$ cat src/rtl/imem_loader_if.sv
// rtl/imem_loader_if.sv - byte stream in, instruction-memory write port out
interface imem_loader_if #(
  parameter int DATA_WIDTH    = 32,
  parameter int ADDRESS_WIDTH = 32
);
  logic                     byte_valid;
  logic [7:0]               byte_data;
  logic                     byte_ready;
  logic                     wr_en;
  logic [ADDRESS_WIDTH-1:0] wr_addr;
  logic [DATA_WIDTH-1:0]    wr_data;

  modport master (
    output byte_valid, byte_data,
    input  byte_ready, wr_en, wr_addr, wr_data
  );

  modport slave (
    input  byte_valid, byte_data,
    output byte_ready, wr_en, wr_addr, wr_data
  );
endinterface

$ cat src/rtl/imem_loader.sv
// rtl/imem_loader.sv - boot loader: header + little-endian words into instruction memory
// Optional trailing XOR checksum byte enabled by defining LOADER_CHECKSUM_EN.
module imem_loader #(
  parameter int                       DATA_WIDTH    = 32,
  parameter int                       ADDRESS_WIDTH = 32,
  parameter int                       MEM_WORDS     = 256,
  parameter logic [ADDRESS_WIDTH-1:0] BASE_ADDR     = ADDRESS_WIDTH'(32'hBFC00000)
) (
  input  logic         clk,
  input  logic         rst,
  input  logic         start,
  imem_loader_if.slave bus,
  output logic         cpu_hold,
  output logic         done,
  output logic         error
);

  typedef enum logic [2:0] {IDLE, HDR0, HDR1, DATA, CSUM, DONE, ERR} state_t;

  // Where a load ends once the payload (or an empty header) is complete.
  localparam state_t END_STATE =
`ifdef LOADER_CHECKSUM_EN
    CSUM;
`else
    DONE;
`endif

  localparam logic [16:0] MAX_WORDS = 17'(MEM_WORDS);

  state_t                   state, state_next;
  logic [15:0]              word_count, count_next;
  logic [15:0]              word_idx, idx_next;
  logic [1:0]               byte_idx, bidx_next;
  logic [7:0]               csum, csum_next;
  logic [31:0]              word_buf, buf_next;
  logic                     wr_en_q, wr_en_next;
  logic [ADDRESS_WIDTH-1:0] wr_addr_q, addr_next;
  logic [DATA_WIDTH-1:0]    wr_data_q, data_next;

  logic        ready;
  logic        accept;
  logic [15:0] hdr_count;
  logic [31:0] assembled;

  assign ready     = (state == HDR0) || (state == HDR1) || (state == DATA) || (state == CSUM);
  assign accept    = bus.byte_valid && ready;
  assign hdr_count = {bus.byte_data, word_count[7:0]};
  assign assembled = {bus.byte_data, word_buf[31:8]};

  assign bus.byte_ready = ready;
  assign bus.wr_en      = wr_en_q;
  assign bus.wr_addr    = wr_addr_q;
  assign bus.wr_data    = wr_data_q;
  assign cpu_hold       = ready || (state == ERR);
  assign done           = (state == DONE);
  assign error          = (state == ERR);

  always_ff @(posedge clk or negedge rst) begin
    if (!rst) begin
      state      <= IDLE;
      word_count <= '0;
      word_idx   <= '0;
      byte_idx   <= '0;
      csum       <= '0;
      word_buf   <= '0;
      wr_en_q    <= 1'b0;
      wr_addr_q  <= '0;
      wr_data_q  <= '0;
    end else begin
      state      <= state_next;
      word_count <= count_next;
      word_idx   <= idx_next;
      byte_idx   <= bidx_next;
      csum       <= csum_next;
      word_buf   <= buf_next;
      wr_en_q    <= wr_en_next;
      wr_addr_q  <= addr_next;
      wr_data_q  <= data_next;
    end
  end

  always_comb begin
    state_next = state;
    count_next = word_count;
    idx_next   = word_idx;
    bidx_next  = byte_idx;
    csum_next  = csum;
    buf_next   = word_buf;
    wr_en_next = 1'b0;
    addr_next  = wr_addr_q;
    data_next  = wr_data_q;

    // start wins over any byte accepted in the same cycle, discarding it.
    if (start) begin
      state_next = HDR0;
      count_next = '0;
      idx_next   = '0;
      bidx_next  = '0;
      csum_next  = '0;
      buf_next   = '0;
    end else if (accept) begin
      case (state)
        HDR0: begin
          count_next = {8'h00, bus.byte_data};
          state_next = HDR1;
        end
        HDR1: begin
          count_next = hdr_count;
          if (hdr_count == 16'd0)
            state_next = END_STATE;
          else if ({1'b0, hdr_count} > MAX_WORDS)
            state_next = ERR;
          else
            state_next = DATA;
        end
        DATA: begin
          buf_next  = assembled;
          csum_next = csum ^ bus.byte_data;
          bidx_next = byte_idx + 2'd1;
          if (byte_idx == 2'd3) begin
            wr_en_next = 1'b1;
            addr_next  = BASE_ADDR + ADDRESS_WIDTH'({word_idx, 2'b00});
            data_next  = DATA_WIDTH'(assembled);
            idx_next   = word_idx + 16'd1;
            if (word_idx + 16'd1 == word_count)
              state_next = END_STATE;
          end
        end
`ifdef LOADER_CHECKSUM_EN
        CSUM: state_next = (bus.byte_data == csum) ? DONE : ERR;
`endif
        default: ;
      endcase
    end
  end

endmodule

$ cat src/flat_wrapper.sv
// flat-port wrapper written by rule: the top's interface ports become plain ports
module imem_loader_flat 
#(
  parameter int                       DATA_WIDTH    = 32,
  parameter int                       ADDRESS_WIDTH = 32,
  parameter int                       MEM_WORDS     = 256,
  parameter logic [ADDRESS_WIDTH-1:0] BASE_ADDR     = ADDRESS_WIDTH'(32'hBFC00000)
)
  (clk, rst, start, cpu_hold, done, error, bus_byte_valid, bus_byte_data, bus_byte_ready, bus_wr_en, bus_wr_addr, bus_wr_data);
  imem_loader_if #(.DATA_WIDTH(DATA_WIDTH), .ADDRESS_WIDTH(ADDRESS_WIDTH)) bus_i ();
  input  logic clk;
  input  logic rst;
  input  logic start;
  output logic cpu_hold;
  output logic done;
  output logic error;
  input wire logic [$bits(bus_i.byte_valid)-1:0] bus_byte_valid;
  input wire logic [$bits(bus_i.byte_data)-1:0] bus_byte_data;
  output wire logic [$bits(bus_i.byte_ready)-1:0] bus_byte_ready;
  output wire logic [$bits(bus_i.wr_en)-1:0] bus_wr_en;
  output wire logic [$bits(bus_i.wr_addr)-1:0] bus_wr_addr;
  output wire logic [$bits(bus_i.wr_data)-1:0] bus_wr_data;
  assign bus_i.byte_valid = bus_byte_valid;
  assign bus_i.byte_data = bus_byte_data;
  assign bus_byte_ready = bus_i.byte_ready;
  assign bus_wr_en = bus_i.wr_en;
  assign bus_wr_addr = bus_i.wr_addr;
  assign bus_wr_data = bus_i.wr_data;
  imem_loader #(.DATA_WIDTH(DATA_WIDTH), .ADDRESS_WIDTH(ADDRESS_WIDTH), .MEM_WORDS(MEM_WORDS), .BASE_ADDR(BASE_ADDR)) u_core (.clk(clk), .rst(rst), .start(start), .bus(bus_i), .cpu_hold(cpu_hold), .done(done), .error(error));
endmodule
$ cat config.mk
export PLATFORM = sky130hd
export DESIGN_NAME = imem_loader_flat
export DESIGN_NICKNAME = d
export VERILOG_FILES = /design/src/rtl/imem_loader_if.sv /design/src/rtl/imem_loader.sv /design/src/flat_wrapper.sv
export SDC_FILE = /design/constraint.sdc
export NUM_CORES = 1
export LEC_CHECK = 0
export ABC_AREA = 0
export CAP_MARGIN = 10
export CORE_MARGIN = 8
export CORE_UTILIZATION = 58
export DETAILED_ROUTE_END_ITERATION = 7
export GPL_TIMING_DRIVEN = 0
export MAX_ROUTING_LAYER = met4
export PLACE_DENSITY = 0.85
export SYNTH_ARGS = -nofsm -noshare
export SYNTH_HDL_FRONTEND = slang
export SYNTH_SLANG_ARGS = --single-unit
export TNS_END_PERCENT = 20
$ cat constraint.sdc
create_clock -name clk -period 5.1 [get_ports clk]
set_input_delay 1.275 -clock clk [delete_from_list [all_inputs] [get_ports clk]]
set_output_delay 1.275 -clock clk [all_outputs]
set_load 0.01 [all_outputs]
# ---- Word level (Yosys, flattened, before mapping)
# Index checks and enable logic that the tools add are counted.
# Widths: inputs -> output; s select.
dict set report totals {
  mem_count 0
  word_cells 67
  inputBits 12
  reg_bits 134
  mem_bits_ro 0
  ramBits 0
  out_inout_bits 69
  latchBits 0
}
dict set report classes {
  multipliers 0
  n_mux 24
  n_reduce_logical 18
  add_sub_neg 3
  n_shift 0
  eq_ne 11
  n_lt_le_gt_ge 1
  n_div 0
  bitwise_logic 1
}
# cell count
set op_table {}
lappend op_table {{$mux 16} 6}
lappend op_table {{$mux 32} 3}
lappend op_table {{$add 32x18->32 const A} 1}
lappend op_table {{$pmux 16 s2} 1}
lappend op_table {{$mux 3} 6}
lappend op_table {{$add 16x1->16 const B} 1}
lappend op_table {{$eq 16x16->1} 1}
lappend op_table {{$gt 16x9->1 const B} 1}
lappend op_table {{$logic_not 16->1} 1}
lappend op_table {{$eq 3x3->1 const B} 3}
lappend op_table {{$pmux 3 s3} 1}
lappend op_table {{$reduce_and 4->1} 2}
lappend op_table {{$reduce_bool 2->1} 4}
lappend op_table {{$eq 3x2->1 const B} 2}
lappend op_table {{$mux 2} 3}
lappend op_table {{$ne 3x3->1 const B} 2}
lappend op_table {{$reduce_and 3->1} 2}
lappend op_table {{$logic_or 1x1->1} 4}
lappend op_table {{$mux 1} 4}
lappend op_table {{$reduce_and 2->1} 2}
lappend op_table {{$reduce_bool 4->1} 1}
lappend op_table {{$eq 3x1->1 const B} 1}
lappend op_table {{$reduce_bool 3->1} 1}
lappend op_table {{$add 2x1->2 const B} 1}
lappend op_table {{4 further kinds} 4}

# ---- Depth between registers and ports, before layout
# Gate-level depths: netlist (run 1).
dict set report depth {
  depth_word 7
  mapped_depth 9
  ltp_nobuf 7
}

# ---- Worst setup path after synthesis (run 1)
# Ideal clock, no wire load.
dict set report synth_timing {
  path_type {input port to flip-flop}
  start {input bus_byte_valid}
  end {register u_core.state[1]}
  setup_ps 120
  t_required_ps 4980
  n_path_buf 0
  stages 6
  path_slack_ps 2411
  t_arrival_ps 2570
  cell_sequence {nor2b_1 a21oi_1 or3_1 a2111oi_2 nand3_1 a31o_1}
}
dict set report synth_between {
  elab_chain_len 3
}
# item line_no
set synth_lines {}
lappend synth_lines {{start: declaration} flat_wrapper.sv:17} ;# input wire logic [$bits(bus_i.byte_valid)-1:0] bus_byte_valid;
lappend synth_lines {{$logic_and 1x1->1} imem_loader.sv:46} ;# assign accept = bus.byte_valid && ready;
lappend synth_lines {{$reduce_bool 2->1 (no source line)} n/a}
lappend synth_lines {{$reduce_and 4->1 (no source line)} n/a}
lappend synth_lines {{end signal: assignment} imem_loader.sv:70} ;# state <= state_next;
lappend synth_lines {{end: declaration} imem_loader.sv:30} ;# state_t state, state_next;
# No other way between the ends.
# A chain may end at the register's enable or synchronous reset.

# ---- Worst setup path in the final report (run 1)
dict set report layout_timing {
  start {register u_core.state[0]}
  end {output cpu_hold}
}
dict set report layout_between {
  elab_chain_len 5
}
# item line_no
set layout_lines {}
lappend layout_lines {{$eq 3x1->1 / $eq 3x2->1 (equally long branches)} imem_loader.sv:45} ;# assign ready = (state == HDR0) || (state == HDR1) || (state == DATA) || (state == CSUM);
lappend layout_lines {{$logic_or 1x1->1 (3 in series)} imem_loader.sv:45}
lappend layout_lines {{$logic_or 1x1->1 (*)} imem_loader.sv:54} ;# assign cpu_hold = ready || (state == ERR);
lappend layout_lines {{end: declaration} flat_wrapper.sv:14} ;# output logic cpu_hold;
# Mark *: on every way between the ends. The rest lies on a longest branch, timed or not.

==> results.yml, run 1 <==
run_status:
  outcome: "finished clean"
min_path:
  whs_path_depth: 1
  min_from: "u_core.bus.wr_addr[8]"
  holdPathEnd: "u_core.bus.wr_addr[8]"
  hold_class: "flip-flop to flip-flop"
power:
  p_leak_uw: 0.00277
  p_per_area_mw_per_mm2: 293
  pwr-share-clk: 0.283
  combPwrFrac: 0.199
  internal_power_uw: 1260
  power_switching_share: 0.316
  p_switching_uw: 581
  ir_drop_mv: 0.259
  seqPwrFrac: 0.518
cts:
  clk_path_buf_depth: 2
  cts_setup_buffers: 0
  htree_num_levels: 3
  clkSlewWorstSetupHoldPaths_ns: 0.11
  cts_sinks: 111
  holdBufCountCts: 0
  cts-root-buf: "clkbuf_8"
  cts_made_buffers: 9
  clock_latency_ns: 0.38
  cts_resized: 0
  cts_tree: "yes"
finish:
  num_antenna_cells: 0
  fin_nets: 587
  drive_gt1_frac: 0.183
  syn_to_final_growth_pct: 21.3
  stdcell_count: 686
yosys:
  seq_area_frac_synth: 0.537
  async_flop_share: 1.00
  yosysWarnings: 0
  synthMuxAreaShare: 0.107
  synthCells: 483
  synth_top_family_by_area: "simple AND/OR/NAND/NOR gates"
  synth_compound_area_frac: 0.0789
  synth-main-ff-cell: "dfrtp_1"
  synth_seq_cells: 111
  synth_adder_area_share: 0.00484
  synth_cell_types: 51
  synth-edff-count: 0
  netlist_area_mm2: 0.00517
  yosys.area_share.xor_xnor: 0.0627
  synth_simple_gate_area_share: 0.155
  syn_avg_cell_area_um2: 10.7
place:
  port_buffers: 72
  pre_cts_ws_ns: 1.31
  dp.cells: 670
  gp_congestion: 0.873
  hpwl_um: 8960
critical_path:
  r2r-end: "u_core.state[1]"
  reg2reg_slack_ns: 2.33
  end_kind: "output pin"
  worstPathRequired_ns: 3.83
  start_kind: "flip-flop"
  reg2reg_depth: 8
  cp.arrival_ns: 2.22
  reg2reg_from: "u_core.word_idx[0]"
  critical_path_class: "flip-flop to output pin"
  crit_path_max_fanout: 10
sta:
  worst_slack_ns: 1.61
  rsz0062_at_grt: "no"
  slew-limit-headroom: 0.407
  max_slew.worst_pin.slew_ns: 0.888
  hold_viol: 0
  setup_viol: 0
  fmax_ghz: 0.286
  slew_viol_final: 0
  fin_skew_ns: 0.0113
  fin_crit_sh: 0.685
  period_minus_slack_ns: 3.49
drt:
  dr.max_layer_used: "met4"
  vias_per_cell: 5.71
  post_drt_wl_per_cell_um: 17.7
  wirelength_met1_um: 5140
  drt_iter0_markers: 323
  drt_first_pass_iters: 6
  met3_length_um: 914
  vias: 3916
  wl_um: 12100
  drc_errors: 0
  wl_met2_um: 5820
  postRouteAntennaNets: 0
global_routing:
  grt.total_usage: 0.206
  overflow: 0
  grt_max_degree: 65
  grt_antenna_before_repair: 0
  grt_pass1_wl_um: 20200
  grt_pass1_vias: 4021
die:
  die_w_um: 110
  die_h_um: 110
  num_io_pins: 81
  initial_core_util: 0.596
  coreArea_mm2: 0.00868
  rows: 34
  die_area_mm2: 0.0122
run:
  maxCapViolCount: 0
==> cells in the mapped netlist, types with 2 or more instances <==
library cell	n	share of area
dfrtp_1	111	0.54
nand2_1	82	0.060
mux2_2	49	0.11
a21oi_1	45	0.044
xnor2_1	25	0.042
nor2_1	23	0.017
buf_4	18	0.026
clkbuf_1	14	0.010
nand3_1	13	0.013
xor2_1	12	0.020
buf_2	8	0.0077
nor3_1	7	0.0068
nand4_1	6	0.0073
nor4_1	6	0.0073
or3_1	6	0.0073
and3_1	5	0.0060
a22o_1	4	0.0068
o21ai_0	4	0.0039
or2_2	4	0.0048
inv_1	3	0.0022
o21a_1	3	0.0044
buf_6	2	0.0044
ha_1	2	0.0048
nor2b_1	2	0.0024
nor3b_1	2	0.0029
or4_1	2	0.0029
==> state kept, by name (all words and copies together) (netlist names) <==
signal and count:
u_core.bus.wr_addr 17, u_core.bus.wr_en 1, u_core.bus.wr_data 32, u_core.state 3
u_core.word_buf 24, u_core.byte_idx 2, u_core.word_idx 16, u_core.word_count 16
==> worst max path at each step <==
stage,start,to,slack [ns]
6_report,u_core.state[0],cpu_hold,1.61
3_5_place_dp,bus_byte_valid,u_core.bus.wr_data[14],1.31
4_1_cts,u_core.state[0],cpu_hold,1.59
3_3_place_gp,rst,u_core.bus.wr_data[2],-1.22
2_1_floorplan,bus_byte_valid,u_core.state[1],2.41
5_1_grt,u_core.state[0],cpu_hold,1.50
==> kinds of logic (layout without fill, tap and decap cells) <==
logic type | after synthesis | count (layout)
adder cells (fa/ha/maj) | 2 | 2
other | 1 | 7
AO/OA/AOI/OAI | 68 | 68
AND/OR/NAND/NOR | 168 | 168
buffers and inverters | 47 | 136
XOR/XNOR | 37 | 37
flip-flops | 111 | 111
multiplexers | 49 | 49
==> cell type report <==
type / count / area [um^2]
Inverter: 3 / 11.3
Multi-Input combinational cell: 331 / 2140
Fill cell: 653 / 2400
Tap cell: 108 / 135
Sequential cell: 111 / 2780
Clock buffer: 9 / 124
Buffer: 44 / 268
Timing Repair Buffer: 73 / 746
Clock inverter: 7 / 75.1
==> worst max-delay path: stages, from the launching register on <==
cell and delay, ns:
dfrtp_1 0.37, clkbuf_1 0.36, inv_1 0.16, and3_1 0.20, or2_2 0.27, clkdlybuf4s50_1 0.48
==> layer usage <==
metal	track usage	vias up
li1	-	1816
met2	0.315	161
met5	-	-
met4	0.0838	0
met1	0.256	1915
met3	0.0519	24
==> per-stage QoR <==
stage	utilization	setup TNS (ns)	hold slack (ns)	area [um^2]	total power, uW
global route	0.723	0	0.524	6270	1920
detailed placement	0.700	0	0.495	6080	1330
CTS	0.723	0	0.518	6270	1840
global placement	0.697	-134.74	0.489	6050	1310
floorplan	-	0	0.479	5190	1190
finish	0.723	0	0.514	6270	1840
==> power by group through the flow <==
stage | logic [uW] | registers (uW) | clock network [uW]
after floorplan | 231 | 957 | 0
after detailed placement | 357 | 968 | 0
after global routing | 401 | 956 | 559
after CTS | 362 | 951 | 529
final | 365 | 952 | 519
after global placement | 345 | 967 | 0
==> cell usage in the layout, fill, tap and decap left out, types with 3 or more instances in the layout <==
| master | synthesis | routed |
|---|---|---|
| dfrtp_1 | 111 | 111 |
| nand2_1 | 82 | 82 |
| clkdlybuf4s50_1 | 0 | 71 |
| mux2_2 | 49 | 49 |
| a21oi_1 | 45 | 45 |
| xnor2_1 | 25 | 25 |
| nor2_1 | 23 | 23 |
| buf_4 | 18 | 19 |
| clkbuf_1 | 14 | 14 |
| nand3_1 | 13 | 13 |
| xor2_1 | 12 | 12 |
| clkbuf_8 | 1 | 10 |
| buf_2 | 8 | 8 |
| nor3_1 | 7 | 7 |
| conb_1 | 1 | 7 |
| or3_1 | 6 | 6 |
| nand4_1 | 6 | 6 |
| nor4_1 | 6 | 6 |
| and3_1 | 5 | 5 |
| or2_2 | 4 | 4 |
| o21ai_0 | 4 | 4 |
| a22o_1 | 4 | 4 |
| inv_1 | 3 | 3 |
| o21a_1 | 3 | 3 |
| inv_6 | 0 | 3 |
Note: power is estimated with default switching activity, not from simulation.
==> run 2, diff against run 1 <==
- CORE_UTILIZATION: 58 -> 54
- PLACE_DENSITY: 0.85 -> 0.8
- clock period: 5.1 -> 3.5 ns (I/O delays scaled with it)
==> run 2 against run 1 <==
Wire length shrank 5.0%. Worst setup slack lost 1.2 ns. Sequential share of layout area shrank 0.23 points. Critical path depth is the same. Core utilization shrank 4.4 points. Die area grew 6.3%. First-iteration DRC count shrank 36%. Power grew 46%. Combinational power grew 42%. Non-clock buffer count is the same. Largest cell class unchanged.
==> results.yml, run 2 (synthesized netlist as in run 1, its figures left out) <==
die:
  num_io_pins: 81
  die_area_mm2: 0.0130
  die_h_um: 114
  die_w_um: 114
  initial_core_util: 0.557
  rows: 35
  coreArea_mm2: 0.00928
sta:
  slew_viol_final: 0
  max_slew.worst_pin.slew_ns: 0.861
  rsz0062_at_grt: "no"
  setup_viol: 0
  fmax_ghz: 0.324
  fin_skew_ns: 0.0201
  fin_tns_setup_ns: 0
  slew-limit-headroom: 0.425
  fin_crit_sh: 0.883
  hold_viol: 0
  period_minus_slack_ns: 3.09
  hold_ws_ns: 0.484
cts:
  clkSlewWorstSetupHoldPaths_ns: 0.13
  cts_sinks: 111
  cts_made_buffers: 9
  holdBufCountCts: 0
  cts_resized: 0
  clock_latency_ns: 0.39
  cts_tree: "yes"
  cts_setup_buffers: 0
  cts-root-buf: "clkbuf_8"
  clk_path_buf_depth: 2
  htree_num_levels: 3
finish:
  final_common_cell: "dfrtp_1"
  num-fill-cells: 764
  layout_common_cells: "dfrtp_1 (111), nand2_1 (82), clkdlybuf4s50_1 (71), mux2_2 (49), a21oi_1 (45)"
  num_antenna_cells: 0
  area.sequential_mm2: 0.00278
  largest_register_ffs: 32
  fin_nets: 587
  multi_input_area_mm2: 0.00214
  syn_to_final_growth_pct: 21.9
  drive_gt1_frac: 0.183
drt:
  vias_per_cell: 5.33
  drt_first_pass_iters: 4
  post_drt_wl_per_cell_um: 16.3
  drc_errors: 0
  vias: 3771
  drt_iter0_markers: 208
  postRouteAntennaNets: 0
  wl_um: 11500
critical_path:
  reg2reg_from: "u_core.word_idx[0]"
  r2r-end: "u_core.state[1]"
  reg2reg_slack_ns: 0.86
  cp.arrival_ns: 2.22
  crit_path_max_fanout: 10
  worstPathRequired_ns: 2.62
  start_kind: "flip-flop"
  reg2reg_depth: 8
  end_kind: "output pin"
  critical_path_class: "flip-flop to output pin"
power:
  p_leak_uw: 0.00277
  total_power_uw: 2680
  p_per_area_mw_per_mm2: 426
  ir_drop_mv: 0.420
global_routing:
  grt.total_usage: 0.187
  grt_pass1_wl_um: 19100
  grt_pass1_vias: 3778
  grt_antenna_before_repair: 0
  overflow: 0
  grt_max_degree: 68
run_status:
  outcome: "finished clean"
place:
  hpwl_um: 8510
  gp_congestion: 0.925
  port_buffers: 72
min_path:
  hold_class: "input port to asynchronous set/reset pin"
run:
  maxCapViolCount: 0
## run 2: cell types whose count changed in the layout (fill, tap and decap cells not counted)
cell / before / now
inv_8: 1 / 2
inv_6: 3 / 1
clkinv_4: 0 / 2
clkinv_2: 1 / 0
## run 2: metrics by stage
stage | cells | utilization | setup slack (ns) | cell area [um^2]
2_1_floorplan | 489 | - | 1.21 | 5190
3_3_place_gp | 690 | 0.655 | -2.50 | 6080
3_5_place_dp | 691 | 0.657 | 0.149 | 6100
4_1_cts | 707 | 0.679 | 0.418 | 6310
5_1_grt | 707 | 0.679 | 0.307 | 6310
6_report | 707 | 0.679 | 0.409 | 6310
## run 2: worst max path at each step
stage / from / endpoint / slack (ns) / depth (start not counted)
2_1_floorplan: bus_byte_valid / u_core.state[1] / 1.21 / 6
3_3_place_gp: rst / u_core.bus.wr_data[3] / -2.50 / 1
3_5_place_dp: bus_byte_valid / u_core.bus.wr_data[29] / 0.15 / 7
4_1_cts: u_core.state[0] / cpu_hold / 0.42 / 5
5_1_grt: u_core.state[0] / cpu_hold / 0.31 / 5
6_report: u_core.state[0] / cpu_hold / 0.41 / 5
## run 2: cell type report
type | instances | share of cell area
flip-flops and latches | 111 | 0.440
multi-input cells | 331 | 0.339
repair buffers | 73 | 0.118
plain buffers | 44 | 0.0425
well taps | 129 | 0.0256
clock buffers | 9 | 0.0196
clock inverters | 7 | 0.0129
inverters | 3 | 0.00179
## run 2: worst max-delay path, cell delays in order (launching register included)
cell and delay, ns:
dfrtp_1 0.37, clkbuf_1 0.34, inv_1 0.16, and3_1 0.21, or2_2 0.27, clkdlybuf4s50_1 0.49
## run 2: report_power, final
group	internal, uW	switching (uW)
clock network	286	493
logic	212	307
registers	1340	50.2
total	1830	850
## run 2: layer usage
layer	wire length (um)	track usage	share of wire
met4	142	0.0541	0.012
met3	741	0.0322	0.064
met5	0	-	0
met1	5380	0.258	0.47
met2	5260	0.277	0.46
==> run 3, diff against run 2 <==
- ABC_AREA: 0 -> 1
- CAP_MARGIN: 10 -> 25
- CORE_MARGIN: 8 -> not set
==> run 3 against run 2 <==
Synthesized cell count up 25%. Wire length up 5.1%. First-iteration DRC count up 80%. Sequential cell count unchanged. Power up 5.1%. Via count up 19%. Worst setup slack better by 0.22 ns. Combinational power up 27%. Critical path type unchanged. The run now ends with design-rule violations left. Die area down 24%.
==> results.yml, run 3 <==
yosys:
  synth-edff-count: 0
  synth_cell_types: 30
  synth_top_area_share: 0.544
  synthCells: 602
  seq_area_frac_synth: 0.544
  synth_area_leaders: "dfrtp_1 (54%), nand2_1 (11%), inv_1 (6.5%), o22ai_1 (5.8%), o21ai_0 (5.3%)"
  syn_avg_cell_area_um2: 8.49
  netlist_area_mm2: 0.00511
  synth_seq_cells: 111
  synth_top_cell_by_area: "dfrtp_1"
  synth_common_cells: "nand2_1 (143), dfrtp_1 (111), inv_1 (89)"
  yosysWarnings: 0
  async_flop_share: 1.00
  synth-main-ff-cell: "dfrtp_1"
  synth.most_common_cell: "nand2_1"
cts:
  cts_resized: 0
  htree_num_levels: 3
  clkSlewWorstSetupHoldPaths_ns: 0.11
  holdBufCountCts: 0
  cts_made_buffers: 9
  cts-root-buf: "clkbuf_8"
  clock_latency_ns: 0.38
  cts_tree: "yes"
  clk_path_buf_depth: 2
  cts_sinks: 111
  cts_setup_buffers: 0
finish:
  fin_nets: 706
  syn_to_final_growth_pct: 21.4
  layout_common_cells: "nand2_1 (143), dfrtp_1 (111), inv_1 (89), clkdlybuf4s50_1 (71), o21ai_0 (54)"
  num_antenna_cells: 0
  largest_register_ffs: 32
  final_common_cell: "nand2_1"
  drive_gt1_frac: 0.0846
  stdcell_count: 808
critical_path:
  cp-endpoint: "cpu_hold"
  crit_start: "u_core.state[1]"
  reg2reg_from: "u_core.word_idx[0]"
  crit_path_max_fanout: 6
  start_kind: "flip-flop"
  end_kind: "output pin"
  worstPathRequired_ns: 2.62
  reg2reg_depth: 13
  cp.arrival_ns: 2.00
  reg2reg_slack_ns: 1.20
  r2r-end: "u_core.state[2]"
  critical_path_class: "flip-flop to output pin"
sta:
  fin_crit_sh: 0.820
  fin_skew_ns: 0.00761
  slew_viol_final: 0
  setup_viol: 0
  rsz0062_at_grt: "no"
  slew-limit-headroom: 0.622
  hold_viol: 0
  fin_tns_setup_ns: 0
  fmax_ghz: 0.348
  worst_slack_ns: 0.629
  max_slew.worst_pin.slew_ns: 0.567
  period_minus_slack_ns: 2.87
global_routing:
  globalRouteMet3Util: 0.0372
  grt_max_degree: 71
  top_usage_layer: "met1"
  grt_util_met1: 0.391
  grt.total_usage: 0.268
  grt_antenna_before_repair: 0
  grt_pass1_vias: 4093
  overflow: 0
  grtUsageMet2: 0.386
  grt_pass1_wl_um: 20100
power:
  p_leak_uw: 0.00290
  ir_drop_mv: 0.432
  pwr-share-clk: 0.262
  combPwrFrac: 0.234
  seqPwrFrac: 0.504
  p_per_area_mw_per_mm2: 455
  p_switching_uw: 963
  internal_power_uw: 1860
  power_switching_share: 0.341
drt:
  drt_first_pass_iters: 8
  vias_per_cell: 5.56
  drc_errors: 1
  wl_um: 12100
  post_drt_wl_per_cell_um: 15.0
  postRouteAntennaNets: 0
  vias: 4490
  drt_iter0_markers: 374
place:
  gp_congestion: 0.952
  port_buffers: 72
  hpwl_um: 8870
  dp.cells: 792
  pre_cts_ws_ns: 0.786
run_status:
  violations: "design-rule violations"
  outcome: "complete, but fails checks"
die:
  die_h_um: 99.3
  num_io_pins: 81
  initial_core_util: 0.556
  die_area_mm2: 0.00985
  rows: 35
  coreArea_mm2: 0.00920
  die_w_um: 99.3
run:
  maxCapViolCount: 0
min_path:
  hold_class: "input port to asynchronous set/reset pin"
-- run 3: changes by cell type after synthesis, sizes merged, moves of 6 or more --
cell    previous run  this run
a21oi             45         3
mux2              49         0
xor2              12         0
or3                6         0
inv                3        92
nand3             14        42
o22ai              1        48
o21ai              4        62
clkbuf            15         9
xnor2             25         0
nor2              23        40
nand2             82       146
-- run 3: metal layers --
metal / wire length (um) / vias to the layer above / part of all wire
li1: - / 2125 / -
met1: 5650 / 2133 / 0.47
met2: 5470 / 205 / 0.45
met3: 787 / 27 / 0.065
met4: 206 / 0 / 0.017
met5: 0 / - / 0
-- run 3: cell families (layout without fill, tap and decap cells) --
group	Yosys count	after routing	share of synthesized area
AO/OA/AOI/OAI	115	115	0.129
adder cells (fa/ha/maj)	2	2	0.00490
flip-flops	111	111	0.544
other	1	7	0.000734
buffers and inverters	125	214	0.112
AND/OR/NAND/NOR	248	248	0.210
-- run 3: power by group through the flow --
stage                     combinational, uW  sequential [uW]  clock, uW
after CTS                               646             1420        746
final                                   661             1420        738
after detailed placement                638             1450          0
after global placement                  611             1440          0
after floorplan                         430             1430          0
after global routing                    730             1430        801
-- run 3: layout make-up --
type                            count  area (um^2)
Fill cell                         760         2990
Sequential cell                   111         2780
Multi-Input combinational cell    372         1780
Timing Repair Buffer               73          746
Inverter                           92          345
Buffer                             33          229
Tap cell                          111          139
Clock buffer                        9          124
Clock inverter                      7         63.8
-- run 3: how the worst min path moves through the flow --
stage                                 startpoint                endpoint  slack, ns  cells after the start
after floorplan              u_core.word_buf[28]     u_core.word_buf[28]       0.45                      2
after global placement     u_core.bus.wr_addr[7]   u_core.bus.wr_addr[7]       0.47                      2
after detailed placement  u_core.bus.wr_addr[16]  u_core.bus.wr_addr[16]       0.48                      2
after CTS                                    rst  u_core.bus.wr_data[23]       0.50                      1
after global routing                         rst     u_core.word_idx[15]       0.51                      1
final                                        rst  u_core.bus.wr_addr[16]       0.48                      1
-- run 3: per-stage QoR --
step	total power (uW)	utilization	hold WS, ns	instance area, um^2
finish	2820	0.675	0.482	6200
global route	2960	0.675	0.510	6200
CTS	2810	0.675	0.501	6200
detailed placement	2080	0.654	0.477	6020
global placement	2050	0.651	0.470	5990
floorplan	1860	-	0.453	5130
-- run 3: worst max-delay path: stages (launching register included) --
cell             delay [ns]
dfrtp_1                0.45
o21ai_0                0.29
nand2_2                0.12
or2_2                  0.29
clkdlybuf4s50_1        0.48
